--- src/rtl/fifo_pkg.sv ---
// Shared definitions for the synchronous FIFO and its write-side helpers.
package fifo_pkg;

  localparam int DATA_WIDTH_DEF = 32;
  localparam int ADDR_WIDTH_DEF = 4;

  typedef enum logic {
    IDLE  = 1'b0,
    BURST = 1'b1
  } state_t;

  // Width needed to hold values 0..v-1; callers always pass v >= 2.
  function automatic int clog2(input int v);
    int r;
    r = 0;
    while ((1 << r) < v) r = r + 1;
    return r;
  endfunction

endpackage

--- src/rtl/fifo_wr_arbiter_rr_pick.sv ---
// Combinational round-robin search: first set bit of req at or after start, wrapping.
module rr_pick
  import fifo_pkg::*;
#(
  parameter int N_REQ = 4,
  parameter int PW    = clog2(N_REQ)
) (
  input  logic [N_REQ-1:0] req,
  input  logic [PW-1:0]    start,
  output logic [N_REQ-1:0] win,
  output logic             valid
);

  logic [PW:0]   sum;
  logic [PW-1:0] idx;

  always_comb begin
    win   = '0;
    valid = 1'b0;
    sum   = '0;
    idx   = '0;
    for (int i = 0; i < N_REQ; i++) begin
      // One extra bit keeps start+i from overflowing before the modulo fold.
      sum = {1'b0, start} + (PW+1)'(i);
      if (sum >= (PW+1)'(N_REQ)) sum = sum - (PW+1)'(N_REQ);
      idx = sum[PW-1:0];
      if (!valid && req[idx]) begin
        win[idx] = 1'b1;
        valid    = 1'b1;
      end
    end
  end

endmodule

--- src/rtl/fifo_wr_arbiter.sv ---
// Round-robin burst arbiter sharing the FIFO write port between N_REQ producers.
module fifo_wr_arbiter
  import fifo_pkg::*;
#(
  parameter int N_REQ      = 4,
  parameter int DATA_WIDTH = DATA_WIDTH_DEF,
  parameter int MAX_BURST  = 4
) (
  input  logic                        clk,
  input  logic                        reset,
  input  logic [N_REQ-1:0]            req,
  input  logic [N_REQ*DATA_WIDTH-1:0] req_data,
  output logic [N_REQ-1:0]            ack,
  output logic [N_REQ-1:0]            gnt,
  input  logic                        fifo_full,
  output logic                        fifo_wr_en,
  output logic [DATA_WIDTH-1:0]       fifo_data_in,
  output logic                        busy
);

  localparam int PW = clog2(N_REQ);
  localparam int BW = clog2(MAX_BURST + 1);

  state_t                              state, state_n;
  logic [N_REQ-1:0]                    gnt_n;
  logic [PW-1:0]                       rr_ptr, rr_n;
  logic [BW-1:0]                       beat_cnt, cnt_n;
  logic [PW-1:0]                       g_idx, g_next, pick_start;
  logic [N_REQ-1:0]                    pick_win;
  logic                                pick_valid;
  logic                                beat, last_beat, release_g;
  logic [N_REQ-1:0][DATA_WIDTH-1:0]    lane_data;

  assign ack        = gnt & req & {N_REQ{~fifo_full}};
  assign fifo_wr_en = |ack;
  assign beat       = |ack;

  for (genvar i = 0; i < N_REQ; i++) begin : g_lane
    assign lane_data[i] = gnt[i] ? req_data[i*DATA_WIDTH +: DATA_WIDTH] : '0;
  end

  always_comb begin
    fifo_data_in = '0;
    for (int i = 0; i < N_REQ; i++) fifo_data_in = fifo_data_in | lane_data[i];
  end

  always_comb begin
    g_idx = '0;
    for (int i = 0; i < N_REQ; i++)
      if (gnt[i]) g_idx = PW'(i);
  end

  assign g_next = (g_idx == PW'(N_REQ-1)) ? '0 : g_idx + PW'(1);

  // Searching from g+1 leaves the current owner last, so a full-burst release
  // only re-grants it when nobody else is waiting.
  assign pick_start = (state == BURST) ? g_next : rr_ptr;

  rr_pick #(.N_REQ(N_REQ), .PW(PW)) u_pick (
    .req   (req),
    .start (pick_start),
    .win   (pick_win),
    .valid (pick_valid)
  );

  assign last_beat = beat && (beat_cnt == BW'(MAX_BURST-1));
  assign release_g = ~|(gnt & req) || last_beat;

  always_comb begin
    state_n = state;
    gnt_n   = gnt;
    rr_n    = rr_ptr;
    cnt_n   = beat_cnt;
    case (state)
      IDLE: begin
        if (pick_valid) begin
          gnt_n   = pick_win;
          cnt_n   = '0;
          state_n = BURST;
        end
      end
      BURST: begin
        if (release_g) begin
          rr_n  = g_next;
          cnt_n = '0;
          if (pick_valid) begin
            gnt_n = pick_win;
          end else begin
            gnt_n   = '0;
            state_n = IDLE;
          end
        end else if (beat) begin
          cnt_n = beat_cnt + BW'(1);
        end
      end
      default: begin
        gnt_n   = '0;
        state_n = IDLE;
      end
    endcase
  end

  always_ff @(posedge clk or negedge reset) begin
    if (!reset) begin
      state    <= IDLE;
      gnt      <= '0;
      rr_ptr   <= '0;
      beat_cnt <= '0;
      busy     <= 1'b0;
    end else begin
      state    <= state_n;
      gnt      <= gnt_n;
      rr_ptr   <= rr_n;
      beat_cnt <= cnt_n;
      busy     <= (state_n == BURST);
    end
  end

endmodule
--- config.mk ---
export PLATFORM = sky130hd
export DESIGN_NAME = fifo_wr_arbiter
export DESIGN_NICKNAME = d
export VERILOG_FILES = /design/src/rtl/fifo_pkg.sv /design/src/rtl/fifo_wr_arbiter_rr_pick.sv /design/src/rtl/fifo_wr_arbiter.sv
export SDC_FILE = /design/constraint.sdc
export NUM_CORES = 1
export LEC_CHECK = 0
export ABC_AREA = 1
export BUFFER_PORTS_ARGS = -buffer_cell sky130_fd_sc_hd__buf_2
export CORE_ASPECT_RATIO = 0.8
export CORE_MARGIN = 2
export CORE_UTILIZATION = 38
export CTS_CLUSTER_DIAMETER = 30
export DETAILED_ROUTE_END_ITERATION = 10
export MAX_ROUTING_LAYER = met4
export PLACE_DENSITY_LB_ADDON = 0.1
export SYNTH_ARGS = -nofsm -noshare
export SYNTH_HDL_FRONTEND = slang
export SYNTH_SLANG_ARGS = --single-unit
--- constraint.sdc ---
create_clock -name clk -period 2.4 [get_ports clk]
set_input_delay 0.24 -clock clk [delete_from_list [all_inputs] [get_ports clk]]
set_output_delay 0.24 -clock clk [all_outputs]
set_load 0.02 [all_outputs]
==> flow_metrics.tcl, run 1 <==
set metrics [dict create \
    ios 177 \
    drc 0 \
    r2r_start "state" \
    grt_pass1_wl_microns 11100 \
    crit_slowest_cell "dfrtp_1" \
    critical_path.most_common_cell "nand2_1" \
    ir_drop_v 0.000924 \
    antenna_found_initial 0 \
    critPathMaxFanout 7 \
    synth_compound_area_frac 0.0209 \
    cts_tree "done" \
    clk_pin_slew_ps 50 \
    hold_slack_ps 399 \
    synth_edf_count 0 \
    powerDensity_nw_per_um2 1380 \
    critPathLaunchType "flop" \
    dp.cells 568 \
    cts_max_level 1 \
    synth_cell_types 26 \
    grt_pass1_vias 2404 \
    drv_cap 0 \
    report.final.hold_viol_count 0 \
    place_hpwl_microns 5830 \
    cp.buffers_inverters 2 \
    layout_worst_path_cycle_share 0.911 \
    yosys.area_share.xor_xnor 0 \
    max_stage_delay_ps 490 \
    dr.first_iter.drc_count 124 \
    worst_path_dominant_cell_family "simple AND/OR/NAND/NOR gates" \
    finalNonFillerCells 572 \
    synth_top_family_by_area "simple AND/OR/NAND/NOR gates" \
    wl_per_cell_microns 12.7 \
    synth_area_sq_um 1920 \
    worstSetupPathType "flop to flop" \
    via_per_inst 4.94 \
    synth_cells 342 \
    reg2reg_to "gnt[0]" \
    synthArstFlopShare 1.00 \
    synth.area.mux_share 0 \
    cts_buffers 3 \
    finalClockSkew_ps 3.74 \
    grt_overflow_total 0 \
    final_cell_mix "buf_2, nand2_1, nand4_1" \
    yosys.area.top_type_share 0.333 \
    slew_headroom 0.636 \
    ys_top_cells_by_area "nand2_1, dfrtp_1, nand4_1" \
    hp-class "input pin to async pin" \
    clk_path_buf_depth 2 \
    cp.required_ps 2520 \
    rrSetupSlack_ps 210 \
    syn_avg_cell_area_sq_um 5.61 \
    endpoint_kind "flop" \
    die-area_sq_um 5640 \
    antennaDiodeCount 0 \
    grt_max_degree 36 \
    drive_gt1_frac 0.424 \
    routed_wl_microns 7250 \
    start_util 0.388 \
    cp.arrival_ps 2300 \
    yosys.area.top_type "nand2_1" \
    clockRootBuffer "clkbuf_8" \
    io_buffer_count 176 \
    synth-seq-cells 10 \
    post_cts_buffers 0 \
    synth_nets 486 \
    core_sq_um 4950 \
    gp_congestion 0.908 \
    p_leak_nw 1.67 \
    drtAntennaViolNets 0 \
    ys_warn_count 0 \
    rsz0062_at_grt "no" \
    mostFrequentLayoutCell "buf_2" \
    vias 2825 \
    drtPass1Iterations 4 \
    path_cells "inv_2, nand2_1, nand2_1, ha_4, inv_1, nand3_2, nand2_4, nor2_8, nand3_4, nand2_4, nand2_4, nand2_1, nand2_1" \
    cts_sinks 10 \
    maxSlewViolCount 0 \
    die_h_microns 67.5 \
    fin_nets 656 \
    clk_latency_ps 230 \
    max_clock_freq_ghz 0.457 \
    yosys.area_share.simple 0.698 \
    outcome "finished, final reports clean" \
    fin_crit_ps 2190 \
    setup_viol 0 \
    die_w_microns 83.4 \
    r2r_cells 13 \
    grt_usage 0.247 \
    tightestPinTransition_ps 543 \
    synth_flop_cell "dfrtp_1" \
    tns_ps 0 \
    syn_to_final_growth_pct 50.9 \
    synth-seq-area-share 0.130 \
    synth_fa_ha_area_frac 0.0587 \
    num_rows 23 \
]
layout make-up:
| type | instances | area (sq um) |
|---|---|---|
| clock buffers | 3 | 41.3 |
| fillers | 522 | 2060 |
| inverters | 24 | 92.6 |
| multi-input cells | 291 | 1500 |
| flip-flops and latches | 10 | 250 |
| well taps | 62 | 77.6 |
| repair buffers | 182 | 928 |
kinds of logic after synthesis:
group                    Yosys count
flip-flops                        10
AO/OA/AOI/OAI                      8
adder cells (fa/ha/maj)            9
buffers and inverters             41
AND/OR/NAND/NOR                  274
routing by layer:
layer | track usage | vias up | part of all wire
li1 | - | 1444 | -
met1 | 0.329 | 1265 | 0.43
met2 | 0.417 | 114 | 0.51
met3 | 0.0269 | 2 | 0.061
met4 | 0.0403 | 0 | 0.0015
met5 | - | - | 0
worst max path at each step:
stage                              to  cells after the start   start
final                          gnt[0]                     13   state
after global routing      beat_cnt[2]                     14  gnt[1]
after CTS                      gnt[0]                     13   state
after detailed placement       gnt[0]                     13   state
after global placement         gnt[0]                     13   state
after floorplan                gnt[0]                     16  gnt[1]
state kept, by name (all words and copies together), names as in the netlist:
name and count:
gnt 4, beat_cnt 3, rr_ptr 2, state 1
worst reg2reg max path: stages (launching register included):
cell,delay (ps)
dfrtp_1,490
inv_2,140
nand2_1,80
nand2_1,230
ha_4,380
inv_1,60
nand3_2,80
nand2_4,90
nor2_8,170
nand3_4,90
nand2_4,100
nand2_4,60
nand2_1,70
nand2_1,50
power breakdown:
group	switching, mW	leakage, nW	internal (mW)	total [mW]
sequential	0.0567	0.126	0.239	0.295
combinational	2.36	1.53	1.17	3.53
clock	0.0609	0.0216	0.109	0.170
total	2.48	1.67	1.52	4.00
cells in the mapped netlist (3+ instances only):
cell,n
nand2_1,170
nand4_1,37
nand3_1,23
inv_1,20
nor2_1,14
clkbuf_1,11
dfrtp_1,10
nand2_2,10
ha_1,9
nand2_4,8
nand3_2,5
o21ai_1,4
nand3_4,3
o21ai_0,3
per-stage QoR:
stage	total power, mW	worst slack (ps)	util	instance area [sq um]
6_report	4.00	214	0.585	2890
3_3_place_gp	3.71	292	0.572	2830
4_1_cts	3.95	159	0.582	2880
3_5_place_dp	3.76	172	0.572	2830
5_1_grt	4.41	20.6	0.585	2890
2_1_floorplan	2.93	223	-	1920
repair_timing:
action | CTS | global route
setup endpoints to repair | 0 | 7
hold buffers | 1 | 0
resized for setup | 0 | 1
endpoints found under the hold margin | 10 | 0
No activity file was read; power rests on OpenSTA's default activity.
==> inputs of run 2 (changes only) <==
--- a/config.mk
+++ b/config.mk
@@ -9,9 +9,10 @@
 export BUFFER_PORTS_ARGS = -buffer_cell sky130_fd_sc_hd__buf_2
 export CORE_ASPECT_RATIO = 0.8
 export CORE_MARGIN = 2
-export CORE_UTILIZATION = 38
+export CORE_UTILIZATION = 34
 export CTS_CLUSTER_DIAMETER = 30
 export DETAILED_ROUTE_END_ITERATION = 10
+export GPL_TIMING_DRIVEN = 0
 export MAX_ROUTING_LAYER = met4
 export PLACE_DENSITY_LB_ADDON = 0.1
 export SYNTH_ARGS = -nofsm -noshare
==> constraint.sdc (replaced) <==
create_clock -name clk -period 1.8 [get_ports clk]
set_input_delay 0.18 -clock clk [delete_from_list [all_inputs] [get_ports clk]]
set_output_delay 0.18 -clock clk [all_outputs]
set_load 0.02 [all_outputs]
==> run 2 against run 1 <==
  * The run now ends with setup timing left
  * Critical path depth grew 1
  * Clock skew is essentially flat
  * Clock power grew 66%
  * Global-route usage grew 1.4 points
  * Non-clock buffer count grew 23
  * Sequential share of layout area shrank 0.62 points
  * Sequential power grew 56%
  * Utilization grew 0.30 points
  * Highest routed layer unchanged
  * Critical path type unchanged
  * Power grew 57%
  * First-iteration DRC count grew 10%
  * Final cell count grew 7.0%
==> flow_metrics.tcl, run 2 (synthesized netlist as in run 1, its figures left out) <==
set metrics [dict create \
    wl_per_cell_microns 13.4 \
    critical_path.most_common_cell "nand2_4" \
    max_clock_freq_ghz 0.508 \
    worstSetupPathType "flop to flop" \
    slew_headroom 0.656 \
    ios 177 \
    drv_cap 0 \
    cts_buffers 3 \
    via_per_inst 4.81 \
    core_sq_um 5440 \
    dr.first_iter.drc_count 137 \
    antennaDiodeCount 0 \
    gp_congestion 0.844 \
    mostFrequentLayoutCell "buf_2" \
    place_hpwl_microns 6740 \
    maxSlewViolCount 0 \
    wl_met3_microns 565 \
    final_cell_mix "buf_2, nand2_1, nand4_1" \
    syn_to_final_growth_pct 66.5 \
    die-area_sq_um 6260 \
    path_cells "inv_4, nand2_4, nand3_4, nand2_4, buf_12, inv_6, ha_4, nand3b_1, nand2_4, nand3_4, nand2_4, nand2_4, nand2_1, nand2_1" \
    wl_met1_microns 3650 \
    start_util 0.353 \
    cts_max_level 1 \
    critPathMaxFanout 5 \
    crit_slowest_cell "dfrtp_2" \
    drive_gt1_frac 0.479 \
    nFillCells 555 \
    critPathLaunch "gnt[2]" \
    die_w_microns 88.0 \
    cts_sinks 10 \
    critPathLaunchType "flop" \
    violations "setup timing" \
    cts_tree "done" \
    outcome "finished, violations left" \
    wl_met2_microns 3960 \
    io_buffer_count 176 \
    hp-class "input pin to async pin" \
    antenna_found_initial 0 \
    clockRootBuffer "clkbuf_8" \
    r2r_cells 14 \
    largest_register_ffs 4 \
    grt_usage 0.261 \
    layout_worst_path_cycle_share 1.09 \
    tightestPinTransition_ps 513 \
    r2r_start "gnt[2]" \
    finalClockSkew_ps 3.67 \
    p_leak_nw 1.78 \
    endpoint_kind "flop" \
    grt_pass1_wl_microns 12700 \
    num_rows 24 \
    reg_top3 "gnt (4), beat_cnt (3), rr_ptr (2)" \
    fin_ws_ps -170 \
    grt_pass1_vias 2778 \
    fin_util 0.588 \
    routed_wl_microns 8210 \
    vias 2942 \
    fin_crit_ps 1970 \
    setup_viol 8 \
    grt_overflow_total 0 \
    largest-register "gnt" \
    ir_drop_v 0.00100 \
    cp.required_ps 1920 \
    die_h_microns 71.2 \
    drc 0 \
    rsz0062_at_grt "yes" \
    fin_nets 679 \
    drtAntennaViolNets 0 \
    report.final.hold_viol_count 0 \
    cp.arrival_ps 2090 \
    topRoutingLayerUsed "met4" \
    tns_ps -918 \
    clk_latency_ps 240 \
    grt_max_degree 16 \
    max_stage_delay_ps 450 \
    powerDensity_nw_per_um2 1970 \
    clk_path_buf_depth 2 \
    clk_pin_slew_ps 50 \
    drtPass1Iterations 4 \
]
==> run 2: cell count changes in the layout (fill, tap and decap cells not counted), moves of 2 or more <==
cell	before	now
buf_4	5	18
buf_6	0	2
clkbuf_1	0	3
clkbuf_2	0	4
dfrtp_1	10	5
dfrtp_2	0	5
inv_1	20	17
inv_4	1	3
nand2_1	170	163
nand2_2	10	13
nand2_4	8	11
==> run 2: layout make-up <==
| type | count | area [sq um] | share of cell area |
|---|---|---|---|
| flip-flops and latches | 10 | 256 | 0.0803 |
| inverters | 24 | 108 | 0.0337 |
| clock buffers | 4 | 55.1 | 0.0172 |
| plain buffers | 10 | 73.8 | 0.0231 |
| repair buffers | 195 | 1030 | 0.321 |
| well taps | 78 | 97.6 | 0.0306 |
| multi-input cells | 291 | 1580 | 0.494 |
==> run 2: metrics by stage <==
stage / instances / hold WS [ps] / instance area, sq um / power [mW] / setup WS [ps]
6_report: 612 / 345 / 3190 / 6.29 / -170
4_1_cts: 612 / 341 / 3130 / 6.04 / -138
2_1_floorplan: 342 / -116 / 1980 / 4.09 / -158
3_3_place_gp: 596 / 50.7 / 2960 / 5.30 / -266
5_1_grt: 612 / 370 / 3190 / 6.82 / -227
3_5_place_dp: 596 / 56.4 / 2960 / 5.36 / -303
==> run 2: critical path, delay by kind of cell (launching register included) <==
family	cells	cell delay (ps)
fa+ha+maj	1	190
buf+inv	3	250
flops	1	450
simple gates	10	940
==> run 2: repair_timing <==
item,in CTS,in global routing
hold buffers,1,0
resized for setup,11,21
cloned,0,0
buffers inserted,15,3
endpoints found under the setup margin,37,37
pin swaps,13,5
endpoints found under the hold margin,10,0
==> run 2: metal layers <==
layer,vias up,track usage
li1,1493,-
met1,1319,0.346
met2,126,0.444
met3,4,0.0257
met4,0,0.0256
met5,-,-
==> run 2: worst paths after layout <==
kind	slack, ps	endpoint
setup / recovery	-170	gnt[1]
hold / removal	350	rr_ptr[1]
setup reg to reg	-170	gnt[1]
hold reg to reg	490	rr_ptr[1]
max in group asynchronous	1240	state
min in group clk	490	rr_ptr[1]
==> run 2: power breakdown <==
part	switching, mW	leakage (nW)	total [mW]	internal, mW
Clock	0.0908	0.0288	0.283	0.193
Combinational	3.45	1.64	5.54	2.10
Sequential	0.133	0.120	0.459	0.326
==> inputs of run 3 (changes only) <==
--- a/config.mk
+++ b/config.mk
@@ -5,11 +5,10 @@
 export SDC_FILE = /design/constraint.sdc
 export NUM_CORES = 1
 export LEC_CHECK = 0
-export ABC_AREA = 1
 export BUFFER_PORTS_ARGS = -buffer_cell sky130_fd_sc_hd__buf_2
 export CORE_ASPECT_RATIO = 0.8
 export CORE_MARGIN = 2
-export CORE_UTILIZATION = 34
+export CORE_UTILIZATION = 32
 export CTS_CLUSTER_DIAMETER = 30
 export DETAILED_ROUTE_END_ITERATION = 10
 export GPL_TIMING_DRIVEN = 0
==> run 3 against run 2 <==
  * The flow still finishes with violations (setup timing)
  * Fmax fell by 25%
  * Largest power group unchanged
  * Non-clock buffer count up 5
  * Sequential power hardly changed
  * Critical path depth down 6
  * Final cell count fell by 22%
  * Sequential share of layout area is 0.21 points higher
  * Die area down 7.0%
==> flow_metrics.tcl, run 3 <==
set metrics [dict create \
    synth_area_sq_um 1670 \
    drive_gt1_frac 0.632 \
    setup_viol 8 \
    largest_register_ffs 4 \
    ir_drop_v 0.00101 \
    via_per_inst 5.31 \
    synth_flop_cell "dfrtp_1" \
    cts_max_level 1 \
    mostFrequentLayoutCell "buf_2" \
    cp.arrival_ps 2740 \
    seqPwrFrac 0.072 \
    num_rows 23 \
    fin_crit_ps 2610 \
    synth_cell_types 39 \
    hp-class "input pin to async pin" \
    cts_tree "done" \
    nFillCells 463 \
    synth_nets 363 \
    drc 0 \
    wl_per_cell_microns 15.6 \
    p_int_mw 2.96 \
    outcome "finished, violations left" \
    vias 2540 \
    grt_max_degree 11 \
    r2r_cells 8 \
    maxSlewViolCount 0 \
    fin_util 0.615 \
    synth-seq-cells 10 \
    synth.area.mux_share 0.0471 \
    slew_headroom 0.641 \
    violations "setup timing" \
    syn_avg_cell_area_sq_um 7.64 \
    powerDensity_nw_per_um2 2050 \
    drtPass1Iterations 5 \
    regArea_sq_um 255 \
    synth_fa_ha_area_frac 0.0673 \
    yosys.area.top_type_share 0.287 \
    rrSetupSlack_ps -810 \
    report.final.hold_viol_count 0 \
    synthTopCellsByCount "a22oi_1, nand2_1, inv_1" \
    largest-register "gnt" \
    rsz0062_at_grt "yes" \
    r2r_start "state" \
    pre_cts_ws_ps -1070 \
    synth_top_family_by_area "compound AO/OA/AOI/OAI gates" \
    fin_ws_ps -813 \
    layout_worst_path_cycle_share 1.45 \
    yosys.area.top_type "a22oi_1" \
    reg2reg_to "beat_cnt[1]" \
    clkPwrFrac 0.046 \
    io_buffer_count 176 \
    critPathLaunchType "flop" \
    grt_pass1_vias 2114 \
    drv_cap 0 \
    synth_cells 219 \
    die_w_microns 84.8 \
    antennaDiodeCount 0 \
    yosys.area_share.simple 0.206 \
    dr.first_iter.drc_count 99 \
    cts_buffers 3 \
    die_h_microns 68.7 \
    combinationalPowerShare 0.881 \
    die-area_sq_um 5830 \
    reg_top3 "gnt (4), beat_cnt (3), rr_ptr (2)" \
    power_mw 6.34 \
    clk_latency_ps 240 \
    start_util 0.332 \
    cts_sinks 10 \
    sw_frac_of_total 0.533 \
    endpoint_kind "flop" \
    drtAntennaViolNets 0 \
    ios 177 \
    ys_top_cells_by_area "a22oi_1, dfrtp_1, nand2_1" \
    yosys.area_share.xor_xnor 0 \
    ys_warn_count 0 \
    final_cell_mix "buf_2, a22oi_1, nand2_1" \
    max_clock_freq_ghz 0.383 \
    cp.required_ps 1930 \
    gp_congestion 0.928 \
    grt_overflow_total 0 \
    p_sw_mw 3.38 \
    synth-seq-area-share 0.150 \
    tightestPinTransition_ps 536 \
    clk_pin_slew_ps 50 \
    grt_pass1_wl_microns 10400 \
    routed_wl_microns 7470 \
    antenna_found_initial 0 \
    synthMostInstantiatedCell "a22oi_1" \
    synthArstFlopShare 1.00 \
    fin_nets 561 \
    place_hpwl_microns 5770 \
    synth_edf_count 0 \
    critPathLaunch "state" \
    core_sq_um 5040 \
    multi_input_area_sq_um 1500 \
    clockRootBuffer "clkbuf_8" \
    synth_compound_area_frac 0.455 \
    worstSetupPathType "flop to flop" \
    clk_path_buf_depth 2 \
    critPathMaxFanout 7 \
    grt_usage 0.227 \
    syn_to_final_growth_pct 85.3 \
    finalClockSkew_ps 4.16 \
    p_leak_nw 1.62 \
]
[run 3: changes by cell type after synthesis, moves of 5 or more]
cell / previous run / this run
nand2_4: 8 / 0
nand3_2: 5 / 0
nor2_1: 14 / 9
nand2_2: 10 / 0
nand3_1: 23 / 2
inv_1: 20 / 11
a22oi_1: 0 / 64
nand4_1: 37 / 5
nand2_1: 170 / 42
[run 3: how the worst max path moves through the flow]
stage,endpoint,slack (ps),cells past startpoint
CTS,beat_cnt[0],-830,8
floorplan,beat_cnt[0],-910,9
finish,beat_cnt[1],-810,8
global placement,beat_cnt[0],-1080,8
global route,beat_cnt[0],-920,8
detailed placement,beat_cnt[0],-1070,8
[run 3: cells by family after synthesis]
| logic type | after synthesis |
|---|---|
| mux | 5 |
| simple gates | 73 |
| flops | 10 |
| compound gates | 93 |
| buf+inv | 29 |
| fa+ha+maj | 9 |
[run 3: what timing repair did]
| item | 4_1_cts | 5_1_grt |
|---|---|---|
| setup buffers | 11 | 8 |
| setup endpoints to repair | 38 | 40 |
| endpoints found under the hold margin | 10 | 0 |
| pin swaps | 3 | 2 |
| resized for setup | 23 | 45 |
| hold buffers | 1 | 0 |
[run 3: layout make-up]
cell class / instances / area share
clock buffers: 4 / 0.0178
well taps: 62 / 0.0250
multi-input cells: 180 / 0.485
plain buffers: 14 / 0.0327
repair buffers: 196 / 0.342
inverters: 12 / 0.0157
flip-flops and latches: 10 / 0.0824
[run 3: power groups by stage]
| stage | logic (mW) | clock network [mW] | registers (mW) |
|---|---|---|---|
| after global placement | 4.61 | 0 | 0.411 |
| after detailed placement | 4.59 | 0 | 0.415 |
| after floorplan | 3.31 | 0 | 0.465 |
| after CTS | 5.08 | 0.297 | 0.428 |
| after global routing | 6.04 | 0.308 | 0.476 |
| final | 5.59 | 0.293 | 0.459 |
[run 3: per-stage QoR]
step	instance area, sq um	hold slack, ps	std cells	setup TNS, ps
final	3100	319	478	-5570
after global routing	3100	342	478	-6510
after CTS	2880	334	472	-5790
after detailed placement	2650	55.6	457	-7670
after global placement	2650	51.9	457	-7780
after floorplan	1690	-116	219	-6310
[run 3: per-layer routing]
layer	global-route usage	share of wire	wire length, microns
met5	-	0	0
met4	0.0417	0.0056	42
met3	0.0262	0.059	442
met2	0.374	0.50	3760
met1	0.309	0.43	3220
[run 3: critical path, stage by stage (launching register included)]
cell and delay, ps:
dfrtp_2 380, buf_8 140, clkinvlp_4 130, a2bb2oi_4 220
buf_6 150, mux4_2 520, or2_4 300, o41ai_4 340
mux2_4 340
